### config.mk
export PLATFORM = sky130hd
export DESIGN_NAME = tdc_frame_streamer
export DESIGN_NICKNAME = d
export VERILOG_FILES = /design/src/rtl/tdc_frame_streamer.sv
export SDC_FILE = /design/constraint.sdc
export NUM_CORES = 1
export LEC_CHECK = 0
export BUFFER_PORTS_ARGS = -buffer_cell sky130_fd_sc_hd__buf_4
export CORE_MARGIN = 1
export CORE_UTILIZATION = 57
export CTS_CLUSTER_DIAMETER = 40
export DETAILED_ROUTE_END_ITERATION = 10
export GPL_ROUTABILITY_DRIVEN = 0
export HOLD_SLACK_MARGIN = 0.05
export PLACE_DENSITY_LB_ADDON = 0.3
export SLEW_MARGIN = 40
export SYNTH_ARGS = -nofsm -noshare
export SYNTH_HDL_FRONTEND = slang
export SYNTH_SLANG_ARGS = --single-unit
### constraint.sdc
create_clock -name clk10m -period 2.8 [get_ports clk10m]
set_input_delay 0.14 -clock clk10m [delete_from_list [all_inputs] [get_ports clk10m]]
set_output_delay 0.14 -clock clk10m [all_outputs]
set_load 0.1 [all_outputs]
### src/rtl/tdc_frame_streamer.sv
// TDC snapshot streamer: divides clk10m down to the sample tick, captures the delayline
// snapshot and ships it to uart_tx as a framed packet (header, seq, data, XOR checksum).
module tdc_frame_streamer #(
  parameter int          DATASIZE    = 64,
  parameter int          SYSTEM_FREQ = 10000000,
  parameter int          TARGET_FREQ = 30,
  parameter logic [7:0]  HEADER      = 8'hA5
) (
  input  logic                clk10m,
  input  logic                rst_n,
  input  logic                enable,
  input  logic [DATASIZE-1:0] snap_d,
  output logic                sample_tick,
  output logic                tx_push,
  output logic [7:0]          tx_byte,
  input  logic                tx_done,
  output logic                busy,
  output logic [7:0]          overrun_cnt
);

  localparam int NBYTES   = DATASIZE / 8;
  localparam int TICK_DIV = SYSTEM_FREQ / TARGET_FREQ;
  localparam int DW       = $clog2(TICK_DIV);
  localparam int IW       = $clog2(NBYTES + 3);
  localparam logic [IW-1:0] LAST_IDX = IW'(NBYTES + 2);
  localparam logic [DW-1:0] DIV_MAX  = DW'(TICK_DIV - 1);

  typedef enum logic [1:0] {S_IDLE, S_CAPTURE, S_SEND, S_WAIT} state_t;

  state_t              state_q, state_d;
  logic [DW-1:0]       div_q, div_d;
  logic                tick_q, tick_d;
  logic [DATASIZE-1:0] shadow_q, shadow_d;
  logic [IW-1:0]       index_q, index_d;
  logic [7:0]          csum_q, csum_d;
  logic [7:0]          seq_q, seq_d;
  logic                push_q, push_d;
  logic [7:0]          byte_q, byte_d;
  logic [7:0]          ovr_q, ovr_d;
  logic [7:0]          cur_byte;

  always_ff @(posedge clk10m or negedge rst_n) begin
    if (!rst_n) begin
      state_q  <= S_IDLE;
      div_q    <= '0;
      tick_q   <= 1'b0;
      shadow_q <= '0;
      index_q  <= '0;
      csum_q   <= '0;
      seq_q    <= '0;
      push_q   <= 1'b0;
      byte_q   <= '0;
      ovr_q    <= '0;
    end else begin
      state_q  <= state_d;
      div_q    <= div_d;
      tick_q   <= tick_d;
      shadow_q <= shadow_d;
      index_q  <= index_d;
      csum_q   <= csum_d;
      seq_q    <= seq_d;
      push_q   <= push_d;
      byte_q   <= byte_d;
      ovr_q    <= ovr_d;
    end
  end

  // Packet byte currently addressed by index: header, seq, data LSB-first, checksum.
  always_comb begin
    cur_byte = 8'h00;
    if (index_q == '0)           cur_byte = HEADER;
    else if (index_q == IW'(1))  cur_byte = seq_q;
    else if (index_q == LAST_IDX) cur_byte = csum_q;
    else begin
      for (int i = 0; i < NBYTES; i++)
        if (index_q == IW'(i + 2)) cur_byte = shadow_q[8*i +: 8];
    end
  end

  always_comb begin
    state_d  = state_q;
    shadow_d = shadow_q;
    index_d  = index_q;
    csum_d   = csum_q;
    seq_d    = seq_q;
    push_d   = 1'b0;
    byte_d   = byte_q;
    ovr_d    = ovr_q;

    div_d  = (div_q == DIV_MAX) ? '0 : div_q + 1'b1;
    // Registered so the tick is high exactly while the counter sits at TICK_DIV-1.
    tick_d = (div_d == DIV_MAX);

    if (tick_q && enable && state_q != S_IDLE && ovr_q != 8'hFF)
      ovr_d = ovr_q + 8'd1;

    case (state_q)
      S_IDLE: if (tick_q && enable) state_d = S_CAPTURE;
      S_CAPTURE: begin
        shadow_d = snap_d;
        index_d  = '0;
        csum_d   = '0;
        state_d  = S_SEND;
      end
      S_SEND: begin
        push_d = 1'b1;
        byte_d = cur_byte;
        if (index_q != '0 && index_q != LAST_IDX) csum_d = csum_q ^ cur_byte;
        state_d = S_WAIT;
      end
      S_WAIT: begin
        // A done coinciding with our own push belongs to an earlier byte; drop it.
        if (tx_done && !push_q) begin
          if (index_q == LAST_IDX) begin
            seq_d   = seq_q + 8'd1;
            state_d = S_IDLE;
          end else begin
            index_d = index_q + 1'b1;
            state_d = S_SEND;
          end
        end
      end
      default: state_d = S_IDLE;
    endcase
  end

  assign sample_tick = tick_q;
  assign tx_push     = push_q;
  assign tx_byte     = byte_q;
  assign busy        = (state_q != S_IDLE);
  assign overrun_cnt = ovr_q;

endmodule

==> results.cfg, run 1 <==
[global_routing]
antenna_found_initial = 0
use_met3_pct = 10.4
grt_most_used_layer = met2
grt_start_max_net_pins = 74
via_count_of_the_first_global_routing_pass = 5715
gr-usage-all-layers_pct = 33.7
gr_layer_usage_met1_pct = 42.0
global_route_wire_length_before_repair_mm = 28.6
grt.met2_usage_pct = 55.0
grt_overflow = 0

[sta]
worst_slew_margin_rel_pct = 55.2
total_count_of_max_transition_violations_in_the_final_report = 0
worst-slew-pin-transition_ns = 0.672
layout_worst_path_cycle_share_pct = 88.7
final.setup.tns_ns = 0
final-setup-viol-count = 0
fin_worst_hold_slack_ns = 0.130
clock_skew_ns = 0.00977
fmax_ghz = 0.403
timing.final.crit_period_ns = 2.48
rsz0062_at_grt = false
timing.final.hold_violations = 0

[placed_design]
number_of_buffer_cells_added_on_primary_ports = 86
dp.cells = 897
detailedPlacementHpwl_mm = 10.5
area_post_placement_mm2 = 0.00688

[floorplanning]
die_height_um = 106
top_level_ports = 87
core-area_mm2 = 0.0104
die_width_um = 106
die_area_mm2 = 0.0112
floorplan.initialDensity_pct = 59.0
std_cell_rows = 37

[synth]
yosys.area_share.xor_xnor_pct = 4.87
sequential_element_share_of_the_synthesized_area_pct = 50.3
synth-main-ff-cell = sky130_fd_sc_hd__dfrtp_1
netlist_area_mm2 = 0.00612
synth.most_common_cell = sky130_fd_sc_hd__nand2_1
synth-async-reset-ratio_pct = 100
synthesis.yosys.warnings = 0
post_synth_main_area_contributors = sky130_fd_sc_hd__dfrtp_1, sky130_fd_sc_hd__nand2_1, sky130_fd_sc_hd__xnor2_1, sky130_fd_sc_hd__o21ai_0, sky130_fd_sc_hd__nor2_1
synth_top_family_by_area = simple AND/OR/NAND/NOR gates
syn-mean-instance-area_um2 = 8.69
synth.mux.area_fraction_pct = 1.86
synthAdderAreaFrac_pct = 1.64
post-synth-top-area-fraction_pct = 50.3
synth_compound_area_share_pct = 9.39
synth-edff-count = 0
synthSimpleGateAreaFrac_pct = 28.3
mappedNetlistNets = 780
cell_taking_the_most_area_after_synthesis = sky130_fd_sc_hd__dfrtp_1
synth.lib_cells_used.distinct = 56
synth.cells.most_frequent = sky130_fd_sc_hd__nand2_1, sky130_fd_sc_hd__dfrtp_1, sky130_fd_sc_hd__nor2_1
synth_cells = 704
ys_seq_elements = 123

[critical_path]
timing.critical_path.buf_inv = 2
worst_path_max_delay_cell = sky130_fd_sc_hd__ha_1
criticalPathCategory = register to register
worst-endpoint-required_ns = 3.26
crit_path_cell_trace = inv_1 > ha_1 > buf_4 > nor3_1 > or3_1 > a21oi_1 > nand3_1 > mux2i_1
maximum_cell_stage_delay_along_the_critical_path_ns = 0.52
cp_max_fanout = 16
worst_setup_path_end_kind = register
worst-endpoint-arrival_ns = 2.95
timing.critical_path.max_delay_family = simple AND/OR/NAND/NOR gates
start_kind = register

[pwr]
power.static_leakage_nw = 3.82
pwr-share-comb_pct = 37.2
switch_share_pct = 40.4
seq_power_share_pct = 37.3
power_switching_mw = 3.24
vdd_drop_max_mv = 0.657
report.power.total_mw = 8.01
cellPowerDensity_mw_per_mm2 = 990
cellInternalPower_mw = 4.78
power.clock.fraction_pct = 25.5

[routing]
first_pass_drt_iterations = 6
detailedRoute.firstIterationViolations = 629
drt-wirelength-per-cell_um = 17.5
finalWirelength_mm = 17.4
routed_via_density = 5.81
drcViolationCount = 0
routed-via-count = 5779
routed_antenna_nets = 0

[clock_network]
clock_latency_ns = 0.55
cts_tree = done
cts-buffers-inserted = 17
cts_htree_levels = 4
cts_sinks = 123
cts_root_buffer = sky130_fd_sc_hd__clkbuf_8
clk_pin_slew_worst_paths_ns = 0.06
cts.path.max_buffers = 2

[flow_run]
max-cap-violations = 0

[finish]
fraction_of_layout_instances_using_a_drive_strength_above_1_pct = 15.9
final-instance-count-excl-fill = 995
antenna-diode-count = 0
flow.area_growth_from_synthesis_pct = 32.4
finalInstanceArea_mm2 = 0.00810
num-nets-final = 923

[worst_hold_path]
hold_path_class = primary input to register

[run_status]
run_status = completed
==> routing by layer <==
metal | up-vias | routed length, um
li1 | 2648 | -
met1 | 2720 | 6720
met2 | 339 | 8530
met3 | 72 | 1560
met4 | 0 | 624
met5 | - | 0
==> final timing paths <==
path                                  end          from  slack [ns]  cells after the start
setup / recovery                csum_q[2]    index_q[1]        0.32                      8
hold / removal                 state_q[1]       tx_done        0.13                      5
setup reg to reg                csum_q[2]    index_q[1]        0.32                      8
hold reg to reg              shadow_q[36]  shadow_q[36]        0.47                      2
max in group asynchronous    shadow_q[37]         rst_n        1.84                      3
min in group asynchronous  overrun_cnt[6]         rst_n        0.16                      2
==> layout make-up <==
cell class / instances / area, um^2
multi-input cells: 527 / 2830
fillers: 667 / 2270
clock buffers: 23 / 447
clock inverters: 8 / 95.1
well taps: 136 / 170
inverters: 15 / 56.3
repair buffers: 163 / 1420
flip-flops and latches: 123 / 3080
==> worst min-delay path, cell delays in order <==
cell and delay [ns]:
sky130_fd_sc_hd__buf_4 0.08, sky130_fd_sc_hd__nand2b_1 0.09, sky130_fd_sc_hd__nor3_2 0.11, sky130_fd_sc_hd__buf_4 0.16, sky130_fd_sc_hd__nor2_1 0.05
==> power by group through the flow <==
stage          clock [mW]  combinational [mW]  sequential [mW]
5_1_grt              2.13                3.26             3.04
3_5_place_dp            0                2.76             2.97
3_3_place_gp            0                2.66             2.95
6_report             2.05                2.98             2.99
2_1_floorplan           0                1.83             3.07
4_1_cts              2.05                2.88             2.95
==> placed cells by master (no fill, tap or decap), types with 13 or more instances in the layout <==
cell / instances
sky130_fd_sc_hd__a21oi_1: 21
sky130_fd_sc_hd__buf_4: 94
sky130_fd_sc_hd__clkbuf_16: 16
sky130_fd_sc_hd__dfrtp_1: 121
sky130_fd_sc_hd__dlygate4sd3_1: 67
sky130_fd_sc_hd__inv_1: 15
sky130_fd_sc_hd__nand2_1: 250
sky130_fd_sc_hd__nand3_1: 14
sky130_fd_sc_hd__nand4_1: 13
sky130_fd_sc_hd__nor2_1: 31
sky130_fd_sc_hd__o21ai_0: 28
sky130_fd_sc_hd__xnor2_1: 21
sky130_fd_sc_hd__xor2_1: 13
==> per-stage QoR <==
stage	util (%)	worst slack, ns
final	78.1	0.317
after global routing	78.1	0.211
after CTS	78.1	0.404
after detailed placement	66.4	0.421
after global placement	66.3	0.455
after floorplan	-	0.481
==> sequential cells by signal, summed over array words and instances (netlist names) <==
| register | cells |
|---|---|
| seq_q | 8 |
| overrun_cnt | 8 |
| state_q | 2 |
| index_q | 4 |
| tx_byte | 8 |
| tx_push | 1 |
| sample_tick | 1 |
| shadow_q | 64 |
| div_q | 19 |
| csum_q | 8 |
==> repair_timing <==
| action | CTS | global route |
|---|---|---|
| endpoints found under the hold margin | 115 | 0 |
| setup buffers | 0 | 0 |
| gates resized for setup | 0 | 0 |
| setup endpoints to repair | 0 | 0 |
| hold buffers | 67 | 0 |
==> cells by family (layout without fill, tap and decap cells) <==
logic type               Yosys count  in the layout
buffers and inverters             54            209
XOR/XNOR                          34             34
adder cells (fa/ha/maj)            8              8
AND/OR/NAND/NOR                  380            380
multiplexers                      11             11
AO/OA/AOI/OAI                     94             94
flip-flops                       123            123
No activity file was read; power rests on OpenSTA's default activity.
==> run 2, diff against run 1 <==
Settings changed: REMOVE_ABC_BUFFERS set to 1.
==> results.cfg, run 2 (same netlist as run 1, synthesis figures left out) <==
[pwr]
cellPowerDensity_mw_per_mm2 = 987
power.static_leakage_nw = 3.85
vdd_drop_max_mv = 0.772

[routing]
routed_antenna_nets = 0
routed-via-count = 5771
detailedRoute.firstIterationViolations = 447
drcViolationCount = 0
drt-wirelength-per-cell_um = 17.2
finalWirelength_mm = 17.1
first_pass_drt_iterations = 6
routed_via_density = 5.79

[sta]
fmax_ghz = 0.380
worst_slew_margin_rel_pct = 46.8
rsz0062_at_grt = false
timing.final.ws_setup_ns = 0.166
timing.final.crit_period_ns = 2.63
worst-slew-pin-transition_ns = 0.796
total_count_of_max_transition_violations_in_the_final_report = 0
clock_skew_ns = 0.0100
timing.final.hold_violations = 0
final-setup-viol-count = 0
layout_worst_path_cycle_share_pct = 94.1

[clock_network]
post_cts_resize_count = 0
cts_htree_levels = 4
cts_root_buffer = sky130_fd_sc_hd__clkbuf_8
cts_tree = done
cts_sinks = 123
cts.path.max_buffers = 2
clock_latency_ns = 0.53
clk_pin_slew_worst_paths_ns = 0.06
cts-buffers-inserted = 17

[floorplanning]
floorplan.initialDensity_pct = 59.0
top_level_ports = 87
std_cell_rows = 37
core-area_mm2 = 0.0104
die_width_um = 106
die_area_mm2 = 0.0112
die_height_um = 106

[finish]
antenna-diode-count = 0
flow.area_growth_from_synthesis_pct = 32.7
num-nets-final = 926
register_bank_with_the_most_flops = shadow_q
layout.cells.most_common = sky130_fd_sc_hd__nand2_1
fillerInstances = 680
largest_registers = shadow_q x64, div_q x19
layout.cells.most_common_list = sky130_fd_sc_hd__nand2_1, sky130_fd_sc_hd__dfrtp_1, sky130_fd_sc_hd__buf_4
max_reg_flops = 64
fraction_of_layout_instances_using_a_drive_strength_above_1_pct = 16.3
final-instance-count-excl-fill = 996

[critical_path]
criticalPathCategory = register to register
cp_max_fanout = 19
worst-endpoint-required_ns = 3.25
start_kind = register
worst_setup_path_end_kind = register
worst-endpoint-arrival_ns = 3.09

[flow_run]
max-cap-violations = 0

[placed_design]
dp.cells = 901
placement.setup.worst_slack_ns = 0.292
detailedPlacementHpwl_mm = 10.3
number_of_buffer_cells_added_on_primary_ports = 86

[global_routing]
gr-usage-all-layers_pct = 32.7
grt_overflow = 0
grt_start_max_net_pins = 95
global_route_wire_length_before_repair_mm = 28.3
via_count_of_the_first_global_routing_pass = 5897
antenna_found_initial = 0

[worst_hold_path]
hold_path_class = primary input to register

[run_status]
run_status = completed
[run 2: cell count changes in the layout (fill, tap and decap cells not counted), sizes merged]
cell         delta
dlygate4sd3     -1
clkinv          +1
clkbuf          -3
buf             +4
[run 2: routing by layer]
layer	part of all wire, %	GRT usage (%)
met5	0	0
met4	3.5	15.8
met3	7.3	7.36
met2	49	54.5
met1	41	40.5
[run 2: path summary, 6_finish.rpt]
kind                             endpoint  slack, ns  cells past startpoint        from
min in group asynchronous  overrun_cnt[4]       0.09                      2       rst_n
min reg2reg                     csum_q[5]       0.48                      1   csum_q[5]
max reg2reg                    tx_byte[7]       0.17                      9  index_q[1]
max in group asynchronous    shadow_q[41]       1.91                      3       rst_n
max                            tx_byte[7]       0.17                      9  index_q[1]
min                            state_q[0]       0.07                      4     tx_done
[run 2: worst max-delay path, stage by stage, from the launching register on]
cell and delay [ns]:
sky130_fd_sc_hd__dfrtp_1 0.41, sky130_fd_sc_hd__inv_1 0.11, sky130_fd_sc_hd__ha_1 0.43, sky130_fd_sc_hd__buf_4 0.29, sky130_fd_sc_hd__nor2_1 0.19, sky130_fd_sc_hd__and4_1 0.23, sky130_fd_sc_hd__o21bai_1 0.10, sky130_fd_sc_hd__a221oi_1 0.40
sky130_fd_sc_hd__o21ai_0 0.23, sky130_fd_sc_hd__o21ai_1 0.16
[run 2: cell type report]
type | instances | area [um^2] | area share [%]
Inverter | 15 | 56.3 | 0.693
Multi-Input combinational cell | 527 | 2830 | 34.9
Clock inverter | 9 | 100 | 1.23
Tap cell | 136 | 170 | 2.10
Clock buffer | 20 | 435 | 5.36
Sequential cell | 123 | 3080 | 37.9
Timing Repair Buffer | 166 | 1450 | 17.8
[run 2: what timing repair did]
item,4_1_cts,5_1_grt
hold buffers,66,0
endpoints found under the hold margin,188,0
setup buffers,0,0
endpoints found under the setup margin,0,0
[run 2: metrics by stage]
| stage | util (%) | power [mW] | TNS, ns | hold slack, ns | area [um^2] |
|---|---|---|---|---|---|
| floorplan | - | 4.81 | -2.80 | -0.156 | 5950 |
| global placement | 66.7 | 5.62 | 0 | 0.0884 | 6920 |
| detailed placement | 66.8 | 5.77 | 0 | 0.0996 | 6920 |
| CTS | 78.3 | 7.90 | 0 | 0.0572 | 8120 |
| global route | 78.3 | 8.43 | 0 | 0.0934 | 8120 |
| finish | 78.3 | 8.01 | 0 | 0.0713 | 8120 |
[run 2: report_power, final]
part           total, mW  leakage (nW)  switching [mW]  internal, mW
clock               2.02         0.262           0.760          1.26
sequential          2.94          1.47           0.537          2.40
combinational       3.05          2.11            1.92          1.13
